[config.mk]
export PLATFORM = sky130hd
export DESIGN_NAME = irq_controller
export DESIGN_NICKNAME = d
export VERILOG_FILES = /design/src/rtl/irq_pkg.sv /design/src/rtl/irq_sync.sv /design/src/rtl/irq_controller.sv
export SDC_FILE = /design/constraint.sdc
export NUM_CORES = 1
export LEC_CHECK = 0
export CAP_MARGIN = 25
export CORE_ASPECT_RATIO = 2
export CORE_MARGIN = 1.5
export CORE_UTILIZATION = 59
export CTS_BUF_LIST = sky130_fd_sc_hd__clkbuf_4
export CTS_CLUSTER_DIAMETER = 120
export CTS_CLUSTER_SIZE = 8
export DETAILED_ROUTE_END_ITERATION = 10
export PLACE_DENSITY = 0.86
export SETUP_SLACK_MARGIN = 0.3
export SYNTH_ARGS = -nofsm -noshare
export SYNTH_HDL_FRONTEND = slang
export SYNTH_SLANG_ARGS = --single-unit
[constraint.sdc]
create_clock -name clk -period 3.2 [get_ports clk]
set_input_delay 0.64 -clock clk [delete_from_list [all_inputs] [get_ports clk]]
set_output_delay 0.64 -clock clk [all_outputs]
set_load 0.05 [all_outputs]
[src/rtl/irq_pkg.sv]
// Shared definitions for the interrupt controller.
// Register map addresses and controller FSM states.
package irq_pkg;

  localparam logic [1:0] REG_ENABLE  = 2'd0;
  localparam logic [1:0] REG_MODE    = 2'd1;
  localparam logic [1:0] REG_PENDING = 2'd2;
  localparam logic [1:0] REG_LOST    = 2'd3;

  typedef enum logic [1:0] {
    IDLE,
    ISSUED,
    GAP
  } state_t;

endpackage

[src/rtl/irq_sync.sv]
// One interrupt channel: synchroniser chain, previous-value flop and
// edge/level capture strobe feeding the PENDING register.
module irq_sync
  import irq_pkg::*;
#(
  parameter int SYNC_STAGES = 2
) (
  input  logic clk,
  input  logic reset,
  input  logic raw,
  input  logic mode,
  output logic capture
);

  logic [SYNC_STAGES-1:0] chain;
  logic                   s;
  logic                   p;

  assign s = chain[SYNC_STAGES-1];

  always_ff @(posedge clk) begin
    if (reset) begin
      chain <= '0;
      p     <= 1'b0;
    end else begin
      chain <= {chain[SYNC_STAGES-2:0], raw};
      p     <= s;
    end
  end

  // level mode re-captures every cycle the source is high
  assign capture = mode ? s : (s & ~p);

endmodule

[src/rtl/irq_controller.sv]
// Prioritised interrupt controller with per-channel capture and masking.
// Optional LOST register enabled by defining IRQ_LOST_EN.
module irq_controller
  import irq_pkg::*;
#(
  parameter int NUM_IRQ     = 8,
  parameter int SYNC_STAGES = 2,
  parameter int ID_W        = (NUM_IRQ > 1) ? $clog2(NUM_IRQ) : 1
) (
  input  logic               clk,
  input  logic               reset,
  input  logic [NUM_IRQ-1:0] irq_raw,
  input  logic [1:0]         cfg_addr,
  input  logic [NUM_IRQ-1:0] cfg_d,
  input  logic               cfg_we,
  output logic [NUM_IRQ-1:0] cfg_q,
  output logic               cpu_int,
  output logic [ID_W-1:0]    cpu_int_id,
  input  logic               cpu_ack
);

  logic [NUM_IRQ-1:0] enable;
  logic [NUM_IRQ-1:0] mode;
  logic [NUM_IRQ-1:0] pending;
  logic [NUM_IRQ-1:0] lost;
  logic [NUM_IRQ-1:0] cap;
  logic [NUM_IRQ-1:0] req;
  logic [NUM_IRQ-1:0] w1c_pend;
  logic [NUM_IRQ-1:0] ack_clr;
  logic [NUM_IRQ-1:0] pend_next;
  logic [ID_W-1:0]    win;
  logic               ack_ok;
  state_t             state;

  for (genvar i = 0; i < NUM_IRQ; i++) begin : g_ch
    irq_sync #(
      .SYNC_STAGES(SYNC_STAGES)
    ) u_sync (
      .clk     (clk),
      .reset   (reset),
      .raw     (irq_raw[i]),
      .mode    (mode[i]),
      .capture (cap[i])
    );
  end

  assign req    = pending & enable;
  assign ack_ok = (state == ISSUED) && cpu_ack;

  always_comb begin
    win = '0;
    for (int i = NUM_IRQ - 1; i >= 0; i--) begin
      if (req[i]) win = ID_W'(i);
    end
  end

  always_comb begin
    w1c_pend = '0;
    if (cfg_we && cfg_addr == REG_PENDING) w1c_pend = cfg_d;
  end

  always_comb begin
    ack_clr = '0;
    if (ack_ok) ack_clr = NUM_IRQ'(1) << cpu_int_id;
  end

  // capture beats clear; in level mode this also blocks clear while high
  assign pend_next = cap | (pending & ~(w1c_pend | ack_clr));

  always_ff @(posedge clk) begin
    if (reset) begin
      enable  <= '0;
      mode    <= '0;
      pending <= '0;
    end else begin
      pending <= pend_next;
      if (cfg_we && cfg_addr == REG_ENABLE) enable <= cfg_d;
      if (cfg_we && cfg_addr == REG_MODE)   mode   <= cfg_d;
    end
  end

`ifdef IRQ_LOST_EN
  logic [NUM_IRQ-1:0] w1c_lost;
  logic [NUM_IRQ-1:0] overrun;

  always_comb begin
    w1c_lost = '0;
    if (cfg_we && cfg_addr == REG_LOST) w1c_lost = cfg_d;
  end

  assign overrun = cap & ~mode & pending;

  always_ff @(posedge clk) begin
    if (reset) lost <= '0;
    else       lost <= overrun | (lost & ~w1c_lost);
  end
`else
  assign lost = '0;
`endif

  always_ff @(posedge clk) begin
    if (reset) begin
      cfg_q <= '0;
    end else begin
      unique case (cfg_addr)
        REG_ENABLE:  cfg_q <= enable;
        REG_MODE:    cfg_q <= mode;
        REG_PENDING: cfg_q <= pending;
        REG_LOST:    cfg_q <= lost;
        default:     cfg_q <= '0;
      endcase
    end
  end

  always_ff @(posedge clk) begin
    if (reset) begin
      state      <= IDLE;
      cpu_int    <= 1'b0;
      cpu_int_id <= '0;
    end else begin
      unique case (state)
        IDLE: begin
          if (|req) begin
            cpu_int_id <= win;
            cpu_int    <= 1'b1;
            state      <= ISSUED;
          end
        end
        ISSUED: begin
          if (cpu_ack) begin
            cpu_int <= 1'b0;
            state   <= GAP;
          end
        end
        GAP: begin
          cpu_int <= 1'b0;
          state   <= IDLE;
        end
        default: begin
          cpu_int <= 1'b0;
          state   <= IDLE;
        end
      endcase
    end
  end

endmodule
## Word-level counts from Yosys, hierarchy flattened

Cells that the tools add are included.

- Register bits after elaboration: 62
- Bits of input ports: 22

- Bitwise logic cells: 21
- Equal/unequal tests: 6
- Muxes and demuxes: 25
- Shift operators: 1
- Reductions and logical operators: 9

Operators with widths:

| cell | number |
|---|---|
| case mux 8 bit (4 select lines) | 1 |
| two-way mux 3 bit | 8 |
| bitwise AND 8 bit | 2 |
| two-way mux 8 bit | 2 |
| OR 8 bit | 2 |
| two-way mux 1 bit | 10 |
| bitwise AND 1 bit | 8 |
| inverter 1 bit | 8 |
| inverter 8 bit | 1 |
| OR reduction 8 bit | 1 |
| left shift 1 x 3 -> 8 bit (first input constant) | 1 |
| == test 2 x 1 -> 1 bit (second input constant) | 2 |
| == test 2 bit (second input constant) | 2 |
| logical AND 1 bit | 4 |
| zero test 2 bit | 2 |
| two-way mux 2 bit | 2 |
| inequality test 2 bit (second input constant) | 2 |
| case mux 2 bit (2 select lines) | 1 |
| AND reduction 2 bit | 2 |
| case mux 1 bit (2 select lines) | 1 |

## Logic depth before layout (Yosys ltp)

- Depth after elaboration: 9
- Gate-level depth with buffers: 6
- Mapped depth without buffers: 4

## Cells and area by module

Synthesis repeated with hierarchy kept, for this count alone.

- Cell total of the unflattened synthesis: 246
- Area total of the unflattened synthesis: 2,327.2 um2

Modules (own cells, without submodules):

| module | area each (um2) | times used | cells each | seq. area each (um2) |
|---|---|---|---|---|
| irq_controller | 1,606.5 | 1 | 182 | 740.7 |
| irq_sync | 90.1 | 8 | 8 | 60.1 |

## Worst setup path before layout

Ideal clock, no wire load.

- Path type: input to register
- Start point: in cfg_addr[1]
- End point: reg pending[4]
- Path buffers: 2
- Required time: 3.142 ns
- Arrival time: 1.518 ns
- Stages on the path: 6
- Slack: 1.624 ns
- Cells stage by stage: nor2b_1 buf_6 and2_4 buf_6 a221o_1 nand2_1

- Longest elaborated chain between the ends: 7

RTL lines:

| what | line | source |
|---|---|---|
| start, declared | irq_controller.sv:13 | `input logic [1:0] cfg_addr,` |
| == test 2 bit | irq_controller.sv:59 | `if (cfg_we && cfg_addr == REG_PENDING) w1c_pend = cfg_d;` |
| logical AND 1 bit | irq_controller.sv:59 |  |
| two-way mux 8 bit | irq_controller.sv:59 |  |
| OR 8 bit | irq_controller.sv:68 | `assign pend_next = cap \| (pending & ~(w1c_pend \| ack_clr));` |
| inverter 8 bit | irq_controller.sv:68 |  |
| bitwise AND 8 bit | irq_controller.sv:68 |  |
| OR 8 bit | irq_controller.sv:68 |  |
| end signal, assigned | irq_controller.sv:76 | `pending <= pend_next;` |
| end, declared | irq_controller.sv:24 | `logic [NUM_IRQ-1:0] pending;` |

Every way passes these cells.
A chain may end at the register's enable or synchronous reset.

## Worst setup path after layout

- Start point: reg cpu_int_id[0]
- End point: out cpu_int_id[0]

RTL lines:

| what | line | source |
|---|---|---|
| start, declared | irq_controller.sv:18 | `output logic [ID_W-1:0] cpu_int_id,` |
| start signal, assigned | irq_controller.sv:124 | `cpu_int_id <= win;` |

No word-level cell between the ends.

==> flow_metrics.env <==
export IMPL_tritoncts="yes"
export IMPL_synth_cell_area_mm2=0.00228
export IMPL_hpwl_um=3350
export IMPL_fin_crit_ns=2.37
export IMPL_crit_start="cpu_int_id[0]$_SDFFE_PP0P_"
export IMPL_synth_edf_count=0
export IMPL_setup_violations=0
export IMPL_drt_wl_total_um=4690
export IMPL_synth_nets=262
export IMPL_synthArstFlopShare=0
export IMPL_yosys_area_top_type="dfxtp_1"
export IMPL_insertion_delay_ns=0.41
export IMPL_grt_pass1_vias=1731
export IMPL_clk_pin_slew_ns=0.09
export IMPL_crit_path_start_kind="register"
export IMPL_status="complete, no violations"
export IMPL_hold_buffers=0
export IMPL_max_stage_delay_ns=0.86
export IMPL_hold_viol=0
export IMPL_cp_arrival_ns=1.73
export IMPL_synth_area_top_cells="dfxtp_1 (54%), mux2i_1 (11%), nor2b_1 (7.1%), nor2_1 (6.3%), nand2_1 (3.5%)"
export IMPL_die_width_um=47.0
export IMPL_fin_nets=297
export IMPL_fmax_mhz=422
export IMPL_grt_met2_usage=0.392
export IMPL_ctsResizeCount=0
export IMPL_finalCritPeriodShare=0.741
export IMPL_area_growth_pct=19.7
export IMPL_pwr_share_comb=0.093
export IMPL_core_mm2=0.00365
export IMPL_initial_core_util=0.626
export IMPL_hold_start="g_ch[3].u_sync.chain[0]$_SDFF_PP0_"
export IMPL_firstDrtPassIters=4
export IMPL_rsz0062_at_grt="no"
export IMPL_place_area_mm2=0.00262
export IMPL_reg2reg_from="pending[2]$_SDFF_PP0_"
export IMPL_gr_total_overflow=0
export IMPL_peakVddDrop_v=0.000325
export IMPL_grt_start_max_net_pins=32
export IMPL_drc=0
export IMPL_cts_setup_buffers=0
export IMPL_fin_skew_ns=0.0140
export IMPL_max_cap_violations=0
export IMPL_crit_chain="clkdlybuf4s50_1"
export IMPL_worstPathMaxFanout=7
export IMPL_fin_tns_setup_ns=0
export IMPL_end_kind="output port"
export IMPL_globalplace_congestion=0.898
export IMPL_swShare=0.249
export IMPL_switchingPower_w=0.000344
export IMPL_vias=1832
export IMPL_maxSlewViolCount=0
export IMPL_antenna_found_initial=0
export IMPL_hold_path_class="reg2reg"
export IMPL_critPathRequiredTime_ns=2.56
export IMPL_antenna_cells=0
export IMPL_busiest_layer="met2"
export IMPL_cts_max_level=3
export IMPL_intPower_w=0.00104
export IMPL_die_y_um=91.0
export IMPL_syn_area_per_cell_um2=9.51
export IMPL_timing_critical_path_buf_inv=1
export IMPL_ant_nets=0
export IMPL_ys_warn_count=0
export IMPL_grt_util_met3=0.0656
export IMPL_criticalPathCategory="reg2out"
export IMPL_ys_flop_type="dfxtp_1"
export IMPL_slowest_stage="clkdlybuf4s50_1"
export IMPL_p_leak_nw=1.13
export IMPL_clkPwrFrac=0.323
export IMPL_synth_yosys_seq_area_share=0.535
export IMPL_mostFrequentLayoutCell="dfxtp_1"
export IMPL_viasPerCell=5.57
export IMPL_grt_pass1_wl_um=7760
export IMPL_p_seq_frac=0.584
export IMPL_final_area_mm2=0.00273
export IMPL_portBuffers=33
export IMPL_pin_count=34
export IMPL_grt_util_all_layers=0.252
export IMPL_numCtsBuffers=9
export IMPL_grtUsageMet1=0.282
export IMPL_critPathTopFamily="buffers and inverters"
export IMPL_clockBufferDepth=2
export IMPL_drtIter0Drc=70
export IMPL_clock_sinks=61
export IMPL_wire_per_inst_um=14.3
export IMPL_synth_distinct_cells=28
export IMPL_final_layout_size_suffix_gt1_frac=0.0714
export IMPL_netlist_instances=240
export IMPL_ys_seq_elements=61
export IMPL_synth_top_area_share=0.535
export IMPL_rows=31
export IMPL_layout_common_cells="dfxtp_1 (61), nor2_1 (38), clkdlybuf4s50_1 (32)"
export IMPL_powerDensity_mw_per_mm2=506
export IMPL_dieArea_mm2=0.00427
export IMPL_slew_headroom=0.583
export IMPL_cts_root_buf="clkbuf_4"
export IMPL_tightestPinTransition_ns=0.623
## power by group through the flow
stage | combinational (W) | sequential (W) | clock (W)
floorplan | 0.0000667 | 0.000833 | 0
global placement | 0.000126 | 0.000823 | 0
detailed placement | 0.000129 | 0.000823 | 0
CTS | 0.000129 | 0.000806 | 0.000450
global route | 0.000140 | 0.000810 | 0.000478
finish | 0.000129 | 0.000806 | 0.000446
## path summary, 6_finish.rpt
kind                                             end  slack, ns  cells past startpoint
setup / recovery                       cpu_int_id[0]       0.83                      1
hold / removal    g_ch[3].u_sync.chain[1]$_SDFF_PP0_       0.44                      1
setup reg to reg          cpu_int_id[1]$_SDFFE_PP0P_       1.90                      4
hold reg to reg   g_ch[3].u_sync.chain[1]$_SDFF_PP0_       0.44                      1
## kinds of logic after synthesis
group,count (synthesis),synth area share
multiplexers,24,0.105
AO/OA/AOI/OAI,38,0.114
flip-flops,61,0.535
buffers and inverters,22,0.0471
AND/OR/NAND/NOR,95,0.198
## sequential cells by signal (all words and copies together) (netlist names)
register and flops:
cpu_int_id 3, enable 8, mode 8, g_ch.u_sync.chain 16, state 1, cpu_int 1, g_ch.u_sync.p 8, pending 8
cfg_q 8
## cells in the mapped netlist, drive strengths merged, types with 2 or more instances
library cell  instances
dfxtp                61
nor2                 38
nor2b                26
mux2i                24
nand2                21
a21oi                12
buf                  11
inv                  10
o21ai                 8
a221o                 6
a22oi                 4
a221oi                2
a22o                  2
a32oi                 2
nand2b                2
nand3                 2
nand3b                2
## metal layers
| metal | vias to the layer above | share of wire |
|---|---|---|
| li1 | 881 | - |
| met5 | - | 0 |
| met2 | 76 | 0.52 |
| met1 | 854 | 0.38 |
| met4 | 0 | 0.037 |
| met3 | 21 | 0.063 |
## layout make-up
class	instances	area [um2]
Inverter	10	37.5
Sequential cell	61	1220
Clock inverter	3	12.5
Clock buffer	13	97.6
Fill cell	293	915
Timing Repair Buffer	36	348
Multi-Input combinational cell	157	953
Tap cell	49	61.3
## metrics by stage
stage | total power [W] | hold WS [ns] | utilization | setup slack (ns) | instances
after floorplan | 0.000899 | 0.414 | - | 1.62 | 240
after global placement | 0.000949 | 0.420 | 0.719 | 0.660 | 313
after detailed placement | 0.000952 | 0.425 | 0.719 | 0.599 | 313
after CTS | 0.00139 | 0.442 | 0.749 | 0.839 | 329
after global routing | 0.00143 | 0.457 | 0.749 | 0.789 | 329
final | 0.00138 | 0.441 | 0.749 | 0.830 | 329
No activity file was read; power rests on OpenSTA's default activity.
